`config.mk`:
```
export PLATFORM = sky130hd
export DESIGN_NAME = picorv32_wb_master
export DESIGN_NICKNAME = d
export VERILOG_FILES = /design/src/rtl/picorv32_wb_master_pkg.sv /design/src/rtl/picorv32_wb_master.sv
export SDC_FILE = /design/constraint.sdc
export NUM_CORES = 1
export LEC_CHECK = 0
export CAP_MARGIN = 20
export CELL_PAD_IN_SITES_DETAIL_PLACEMENT = 0
export CELL_PAD_IN_SITES_GLOBAL_PLACEMENT = 1
export CORE_ASPECT_RATIO = 1.4
export CORE_MARGIN = 4
export CORE_UTILIZATION = 34
export DETAILED_ROUTE_END_ITERATION = 6
export GPL_TIMING_DRIVEN = 1
export HOLD_SLACK_MARGIN = 0.08
export PLACE_DENSITY_LB_ADDON = 0.2
export SKIP_CTS_REPAIR_TIMING = 1
export SYNTH_ARGS = -nofsm -noshare
export SYNTH_HDL_FRONTEND = slang
export SYNTH_SLANG_ARGS = --single-unit
```
`constraint.sdc`:
```
create_clock -name clk -period 2.3 [get_ports clk]
set_input_delay 0.575 -clock clk [delete_from_list [all_inputs] [get_ports clk]]
set_output_delay 0.575 -clock clk [all_outputs]
set_load 0.1 [all_outputs]
```
`src/rtl/picorv32_wb_master_pkg.sv`:
```
// picorv32_wb_master_pkg: shared Wishbone constants and bridge FSM state type
package picorv32_wb_master_pkg;
   localparam logic [2:0] CTI_CLASSIC = 3'b000;
   localparam logic [1:0] BTE_LINEAR  = 2'b00;
   typedef enum logic [1:0] {
      IDLE    = 2'd0,
      BUS     = 2'd1,
      BACKOFF = 2'd2,
      RESP    = 2'd3
   } state_e;
   function automatic logic [31:0] word_addr(input logic [31:0] a);
      return {a[31:2], 2'b00};
   endfunction
endpackage

```
`src/rtl/picorv32_wb_master.sv`:
```
// picorv32_wb_master: picorv32 native memory port to Wishbone B4 classic master
// Ports: clk/resetn (async active-low); mem_* CPU request/response; wbm_* Wishbone
// master; bus_err_o pulses with mem_ready on a failed transfer; err_addr_o and
// err_instr_o hold the address and fetch flag of the last failed transfer.
module picorv32_wb_master
   import picorv32_wb_master_pkg::*;
#(
   parameter int unsigned TIMEOUT_CYCLES = 255,
   parameter int unsigned RTY_MAX        = 3,
   parameter logic [31:0] ERR_RDATA      = 32'hDEADBEEF
) (
   input  logic        clk,
   input  logic        resetn,
   input  logic        mem_valid,
   input  logic        mem_instr,
   input  logic [31:0] mem_addr,
   input  logic [31:0] mem_wdata,
   input  logic [3:0]  mem_wstrb,
   output logic        mem_ready,
   output logic [31:0] mem_rdata,
   output logic [31:0] wbm_adr_o,
   output logic [31:0] wbm_dat_o,
   output logic [3:0]  wbm_sel_o,
   output logic        wbm_we_o,
   output logic        wbm_cyc_o,
   output logic        wbm_stb_o,
   output logic [2:0]  wbm_cti_o,
   output logic [1:0]  wbm_bte_o,
   input  logic [31:0] wbm_dat_i,
   input  logic        wbm_ack_i,
   input  logic        wbm_err_i,
   input  logic        wbm_rty_i,
   output logic        bus_err_o,
   output logic [31:0] err_addr_o,
   output logic        err_instr_o
);
   localparam int TW = TIMEOUT_CYCLES > 0 ? $clog2(TIMEOUT_CYCLES + 1) : 1;
   localparam int RW = RTY_MAX > 0 ? $clog2(RTY_MAX + 1) : 1;
   state_e        state_q;
   logic [31:0]   addr_q, dat_q, rdata_q, err_addr_q;
   logic [3:0]    sel_q;
   logic          we_q, instr_q, cyc_q, fail_q, err_instr_q;
   logic [TW-1:0] to_cnt_q;
   logic [RW-1:0] rty_cnt_q;
   logic          to_hit, rty_hit, fail_now;
   assign to_hit  = (TIMEOUT_CYCLES != 0) && (to_cnt_q == TW'(TIMEOUT_CYCLES - 1));
   assign rty_hit = rty_cnt_q == RW'(RTY_MAX);
   // err beats ack, ack beats rty, any termination beats the watchdog
   assign fail_now = wbm_err_i | (~wbm_ack_i & wbm_rty_i & rty_hit) |
                     (~wbm_ack_i & ~wbm_rty_i & to_hit);
   always_ff @(posedge clk or negedge resetn) begin
      if (!resetn) begin
         state_q     <= IDLE;
         addr_q      <= '0;
         dat_q       <= '0;
         sel_q       <= '0;
         we_q        <= 1'b0;
         instr_q     <= 1'b0;
         cyc_q       <= 1'b0;
         fail_q      <= 1'b0;
         rdata_q     <= '0;
         err_addr_q  <= '0;
         err_instr_q <= 1'b0;
         to_cnt_q    <= '0;
         rty_cnt_q   <= '0;
      end else begin
         case (state_q)
            IDLE: if (mem_valid) begin
               addr_q    <= mem_addr;
               dat_q     <= mem_wdata;
               we_q      <= |mem_wstrb;
               sel_q     <= |mem_wstrb ? mem_wstrb : 4'hF;
               instr_q   <= mem_instr;
               cyc_q     <= 1'b1;
               fail_q    <= 1'b0;
               to_cnt_q  <= '0;
               rty_cnt_q <= '0;
               state_q   <= BUS;
            end
            BUS: if (fail_now) begin
               cyc_q       <= 1'b0;
               rdata_q     <= ERR_RDATA;
               fail_q      <= 1'b1;
               err_addr_q  <= addr_q;
               err_instr_q <= instr_q;
               state_q     <= RESP;
            end else if (wbm_ack_i) begin
               cyc_q   <= 1'b0;
               rdata_q <= we_q ? rdata_q : wbm_dat_i;
               state_q <= RESP;
            end else if (wbm_rty_i) begin
               cyc_q     <= 1'b0;
               rty_cnt_q <= rty_cnt_q + RW'(1);
               state_q   <= BACKOFF;
            end else begin
               to_cnt_q <= to_cnt_q + TW'(1);
            end
            BACKOFF: begin
               to_cnt_q <= '0;
               cyc_q    <= 1'b1;
               state_q  <= BUS;
            end
            RESP: state_q <= IDLE;
            default: state_q <= IDLE;
         endcase
      end
   end
   // a CPU that has withdrawn its request gets no completion pulse
   assign mem_ready   = (state_q == RESP) & mem_valid;
   assign bus_err_o   = mem_ready & fail_q;
   assign mem_rdata   = rdata_q;
   assign wbm_adr_o   = word_addr(addr_q);
   assign wbm_dat_o   = dat_q;
   assign wbm_sel_o   = sel_q;
   assign wbm_we_o    = we_q;
   assign wbm_cyc_o   = cyc_q;
   assign wbm_stb_o   = cyc_q;
   assign wbm_cti_o   = CTI_CLASSIC;
   assign wbm_bte_o   = BTE_LINEAR;
   assign err_addr_o  = err_addr_q;
   assign err_instr_o = err_instr_q;
endmodule
```
==> results.py, run 1 <==
metrics = {
    "status": {
        "outcome": "complete, no violations",
    },
    "sta": {
        "min_period_ps": 2200,
        "clock_skew_ps": 8.10,
        "fin_crit_sh_pct": 95.7,
        "rsz0062_at_grt": "false",
        "slew_viol_final": 0,
        "tightest_slew_ps": 887,
        "clock.fmax_ghz": 0.454,
        "hold_viol": 0,
        "setup_tns_ps": 0,
        "slew_headroom_pct": 40.4,
        "setup-violations-final": 0,
    },
    "routing": {
        "wl_per_cell_um": 16.7,
        "finalWirelength_um": 15200,
        "via_count": 4316,
        "drtIter0Drc": 172,
        "drcViolationCount": 0,
        "via_per_inst": 4.72,
        "ant_nets": 0,
        "firstDrtPassIters": 4,
    },
    "global_routing": {
        "grt_usage_pct": 15.0,
        "grt_overflow": 0,
        "grt_max_degree": 60,
        "antenna_found_initial": 0,
        "grt_pass1_vias": 4613,
        "grt_pass1_wl_um": 24300,
    },
    "critical_path": {
        "start_kind": "flip-flop",
        "required_ps": 1730,
        "crit_path_end_kind": "output port",
        "worstPathMaxFanout": 11,
        "max_stage_delay_ps": 600,
        "slowest_stage": "dfrtp_1",
        "path_cells": "and3_2 > and2_2 > buf_12",
        "path_buf_inv": 1,
        "critical_path.top_delay_family": "flip-flops",
        "crit_type": "reg2out",
        "cp.arrival_ps": 1630,
    },
    "synth": {
        "yosys_most_used_dff": "dfrtp_1",
        "avgSynthCellArea_um2": 14.4,
        "syn_inst": 431,
        "synth_edf_count": 0,
        "yosys.area.top_type": "dfrtp_1",
        "ys_types": 48,
        "netlist_area_um2": 6200,
        "seq_area_frac_synth_pct": 60.1,
        "synthTopCellsByArea": "dfrtp_1 (60%), mux2_2 (13%), mux2_4 (7.0%)",
        "async_flop_share_pct": 100,
        "ys_seq_elements": 149,
        "ys_warn_count": 0,
        "yosysTopAreaCellShare_pct": 60.1,
    },
    "clock_tree": {
        "cts_buffers": 17,
        "htree_levels": 4,
        "cts_sinks": 149,
        "clk_path_buf_depth": 2,
        "root_buffer": "clkbuf_16",
        "cts_tree": "yes",
        "clk_latency_ps": 410,
        "clk_pin_slew_ps": 60,
    },
    "floorplan": {
        "rows": 58,
        "fp.dieW_um": 122,
        "die_area_um2": 20500,
        "die_y_um": 168,
        "io_pins": 250,
        "start_util_pct": 34.6,
        "core_um2": 17900,
    },
    "finish": {
        "final_common_cell": "dfrtp_1",
        "antennaDiodeCount": 0,
        "final_cell_mix": "dfrtp_1 (149), buf_4 (148), clkdlybuf4s50_1 (105)",
        "drive_above_1_share_pct": 43.8,
        "fin_nets": 771,
        "area_growth_pct": 47.5,
        "multi_input_area_um2": 2110,
        "fin_cells": 914,
        "nFillCells": 1598,
        "ff_latch_area_um2": 3730,
    },
    "place": {
        "io_buffer_count": 242,
        "dp.cells": 882,
        "gp_congestion": 0.733,
        "dpl.hpwl_um": 11200,
    },
    "hold_path": {
        "hold_class": "in2async",
    },
    "job": {
        "drv_cap": 0,
    },
}
layer usage:
metal / up-vias / part of all wire, % / global-route usage, %
li1: 1973 / - / -
met1: 2143 / 41 / 18.0
met2: 186 / 47 / 24.3
met3: 14 / 9.9 / 6.45
met4: 0 / 1.6 / 4.78
met5: - / 0 / 0
kinds of logic after synthesis:
logic type	count (synthesis)	synth area share, %
buffers and inverters	59	6.49
adder cells (fa/ha/maj)	3	0.605
AO/OA/AOI/OAI	68	8.57
other	1	0.0604
flip-flops	149	60.1
multiplexers	100	19.9
AND/OR/NAND/NOR	51	4.30
flip-flops by register name, summed over array words and instances (netlist names):
| name | flops |
|---|---|
| wbm_we_o | 1 |
| fail_q | 1 |
| err_addr_o | 32 |
| wbm_dat_o | 32 |
| wbm_cyc_o | 1 |
| wbm_sel_o | 4 |
| state_q | 2 |
| to_cnt_q | 8 |
| rty_cnt_q | 2 |
| mem_rdata | 32 |
| err_instr_o | 1 |
| instr_q | 1 |
| addr_q | 32 |
worst paths after layout:
kind | slack [ps] | start | to | cells after the start
setup reg to reg | 310 | to_cnt_q[0] | mem_rdata[14] | 6
setup / recovery | 100 | state_q[0] | bus_err_o | 3
max in group asynchronous | 1520 | resetn | mem_rdata[27] | 2
hold reg to reg | 490 | mem_rdata[31] | mem_rdata[31] | 1
min in group clk | 490 | mem_rdata[31] | mem_rdata[31] | 1
hold / removal | 140 | resetn | err_addr_o[12] | 1
final cells by class:
type | count | area share [%]
inverter | 1 | 0.0410
timing repair buffer | 263 | 25.7
multi-input combinational | 229 | 23.1
clock inverter | 13 | 2.42
clock buffer | 19 | 4.73
tap | 240 | 3.28
sequential | 149 | 40.7
synthesized netlist by cell type, types with 2 or more instances:
| cell type | number |
|---|---|
| and3_1 | 3 |
| a21boi_0 | 2 |
| dfrtp_1 | 149 |
| nor3_1 | 7 |
| buf_2 | 11 |
| a21oi_1 | 6 |
| mux2_2 | 69 |
| nand3_1 | 5 |
| a2bb2oi_1 | 2 |
| clkbuf_1 | 3 |
| clkbuf_2 | 2 |
| and2_1 | 2 |
| nor2b_1 | 2 |
| o21ai_0 | 5 |
| a31oi_1 | 6 |
| nor2_1 | 16 |
| o221ai_1 | 2 |
| buf_4 | 38 |
| a22o_1 | 8 |
| o31ai_1 | 3 |
| o22a_1 | 24 |
| buf_6 | 3 |
| ha_1 | 3 |
| o21a_1 | 2 |
| nand2_1 | 5 |
| mux2_4 | 29 |
| nand2b_1 | 3 |
through the flow:
| step | hold WS [ps] | instance area [um2] | utilization (%) | setup slack [ps] |
|---|---|---|---|---|
| 6_report | 143 | 9150 | 51.1 | 98.9 |
| 5_1_grt | 175 | 9150 | 51.1 | 15.8 |
| 4_1_cts | 152 | 9150 | 51.1 | 63.2 |
| 3_5_place_dp | 482 | 8500 | 47.4 | -174 |
| 3_3_place_gp | 473 | 8500 | 47.4 | -106 |
| 2_1_floorplan | 279 | 6230 | - | 77.0 |
Power of run 1 is left out: the tool's default activity adds up to more than one toggle a clock period on the data nets, which glitch-free logic cannot reach.
==> inputs of run 2 (changes only) <==
--- a/config.mk
+++ b/config.mk
@@ -8,7 +8,7 @@
 export CAP_MARGIN = 20
 export CELL_PAD_IN_SITES_DETAIL_PLACEMENT = 0
 export CELL_PAD_IN_SITES_GLOBAL_PLACEMENT = 1
-export CORE_ASPECT_RATIO = 1.4
+export CORE_ASPECT_RATIO = 0.9
 export CORE_MARGIN = 4
 export CORE_UTILIZATION = 34
 export DETAILED_ROUTE_END_ITERATION = 6
==> run 2 against run 1 <==
Net effect:
- non-clock buffer count increased by 1
- first-iteration DRC count fell by 9.9%
- routed wire length increased by 0.43%
- worst hold slack worse by 38 ps
- cell count is 0.11% higher
- largest cell class unchanged
- clock-buffer cell count decreased by 1
==> results.py, run 2 (same netlist as run 1, synthesis figures left out) <==
metrics = {
    "status": {
        "outcome": "complete, no violations",
    },
    "finish": {
        "final_common_cell": "buf_4",
        "fin_nets": 772,
        "area_growth_pct": 46.3,
        "drive_above_1_share_pct": 44.3,
        "nFillCells": 1563,
        "antennaDiodeCount": 0,
        "final_cell_mix": "buf_4 (150), dfrtp_1 (148), clkdlybuf4s50_1 (104)",
    },
    "global_routing": {
        "grt_overflow": 0,
        "antenna_found_initial": 0,
        "grt_usage_pct": 14.9,
        "grt_pass1_wl_um": 24000,
        "grt_pass1_vias": 4502,
        "grt_max_degree": 49,
    },
    "floorplan": {
        "start_util_pct": 34.9,
        "io_pins": 250,
        "fp.dieW_um": 150,
        "core_um2": 17800,
        "rows": 46,
        "die_area_um2": 20500,
        "die_y_um": 136,
    },
    "hold_path": {
        "hold_class": "in2async",
    },
    "critical_path": {
        "cp.arrival_ps": 2440,
        "crit_path_end_kind": "flip-flop",
        "start_kind": "input pin",
        "worstPathMaxFanout": 8,
        "required_ps": 2640,
        "crit_type": "in2reg",
    },
    "routing": {
        "finalWirelength_um": 15300,
        "firstDrtPassIters": 4,
        "drtIter0Drc": 155,
        "wl_per_cell_um": 16.7,
        "drcViolationCount": 0,
        "via_per_inst": 4.61,
        "via_count": 4215,
        "ant_nets": 0,
    },
    "clock_tree": {
        "htree_levels": 4,
        "cts_sinks": 149,
        "cts_tree": "yes",
        "cts_buffers": 17,
        "clk_pin_slew_ps": 60,
        "clk_path_buf_depth": 2,
        "clk_latency_ps": 410,
        "root_buffer": "clkbuf_16",
    },
    "sta": {
        "clock_skew_ps": 5.43,
        "setup_slack_ps": 200,
        "tightest_slew_ps": 990,
        "clock.fmax_ghz": 0.476,
        "slew_headroom_pct": 33.4,
        "slew_viol_final": 0,
        "min_period_ps": 2100,
        "fin_crit_sh_pct": 91.3,
        "setup-violations-final": 0,
        "hold_viol": 0,
        "rsz0062_at_grt": "false",
    },
    "place": {
        "io_buffer_count": 242,
        "post-place-ws_ps": -209,
        "gp_congestion": 0.759,
        "dpl.hpwl_um": 11300,
    },
    "job": {
        "drv_cap": 0,
    },
}
==> run 2: path summary, 6_finish.rpt <==
path / start / end / slack [ps] / cells after the start
min in group clk: mem_rdata[21] / mem_rdata[21] / 490 / 1
max reg2reg: to_cnt_q[0] / mem_rdata[29] / 240 / 6
min reg2reg: mem_rdata[21] / mem_rdata[21] / 490 / 1
min: resetn / addr_q[16] / 110 / 1
max in group asynchronous: resetn / state_q[0] / 1570 / 2
max: wbm_ack_i / mem_rdata[29] / 200 / 5
==> run 2: area by class of cell <==
cell class,count,area [um2],share of cell area [%]
clock buffers,18,439,4.84
multi-input cells,229,2110,23.3
repair buffers,264,2350,25.9
inverters,1,3.75,0.0413
flip-flops and latches,149,3730,41.1
clock inverters,14,143,1.57
well taps,240,300,3.31
==> run 2: stage by stage <==
| stage | cells | util (%) | cell area [um2] | hold WS, ps | TNS [ps] |
|---|---|---|---|---|---|
| after floorplan | 437 | - | 6230 | 279 | 0 |
| after global placement | 883 | 47.8 | 8490 | 474 | -916 |
| after detailed placement | 883 | 47.8 | 8490 | 479 | -2620 |
| after CTS | 915 | 51.0 | 9080 | 104 | 0 |
| after global routing | 915 | 51.1 | 9080 | 118 | 0 |
| final | 915 | 51.1 | 9080 | 106 | 0 |
==> run 2: critical path: stages <==
cell,delay [ps]
clkdlybuf4s50_1,470
buf_4,170
nor2b_1,140
o31ai_1,840
a22o_1,250
==> run 2: routing by layer <==
layer / share of wire [%] / track usage, % / vias to the layer above
li1: - / - / 1977
met1: 42 / 18.8 / 2068
met2: 47 / 23.6 / 163
met3: 9.7 / 6.57 / 7
met4: 0.82 / 3.86 / 0
met5: 0 / 0 / -
Power of run 2 is left out for the same reason.
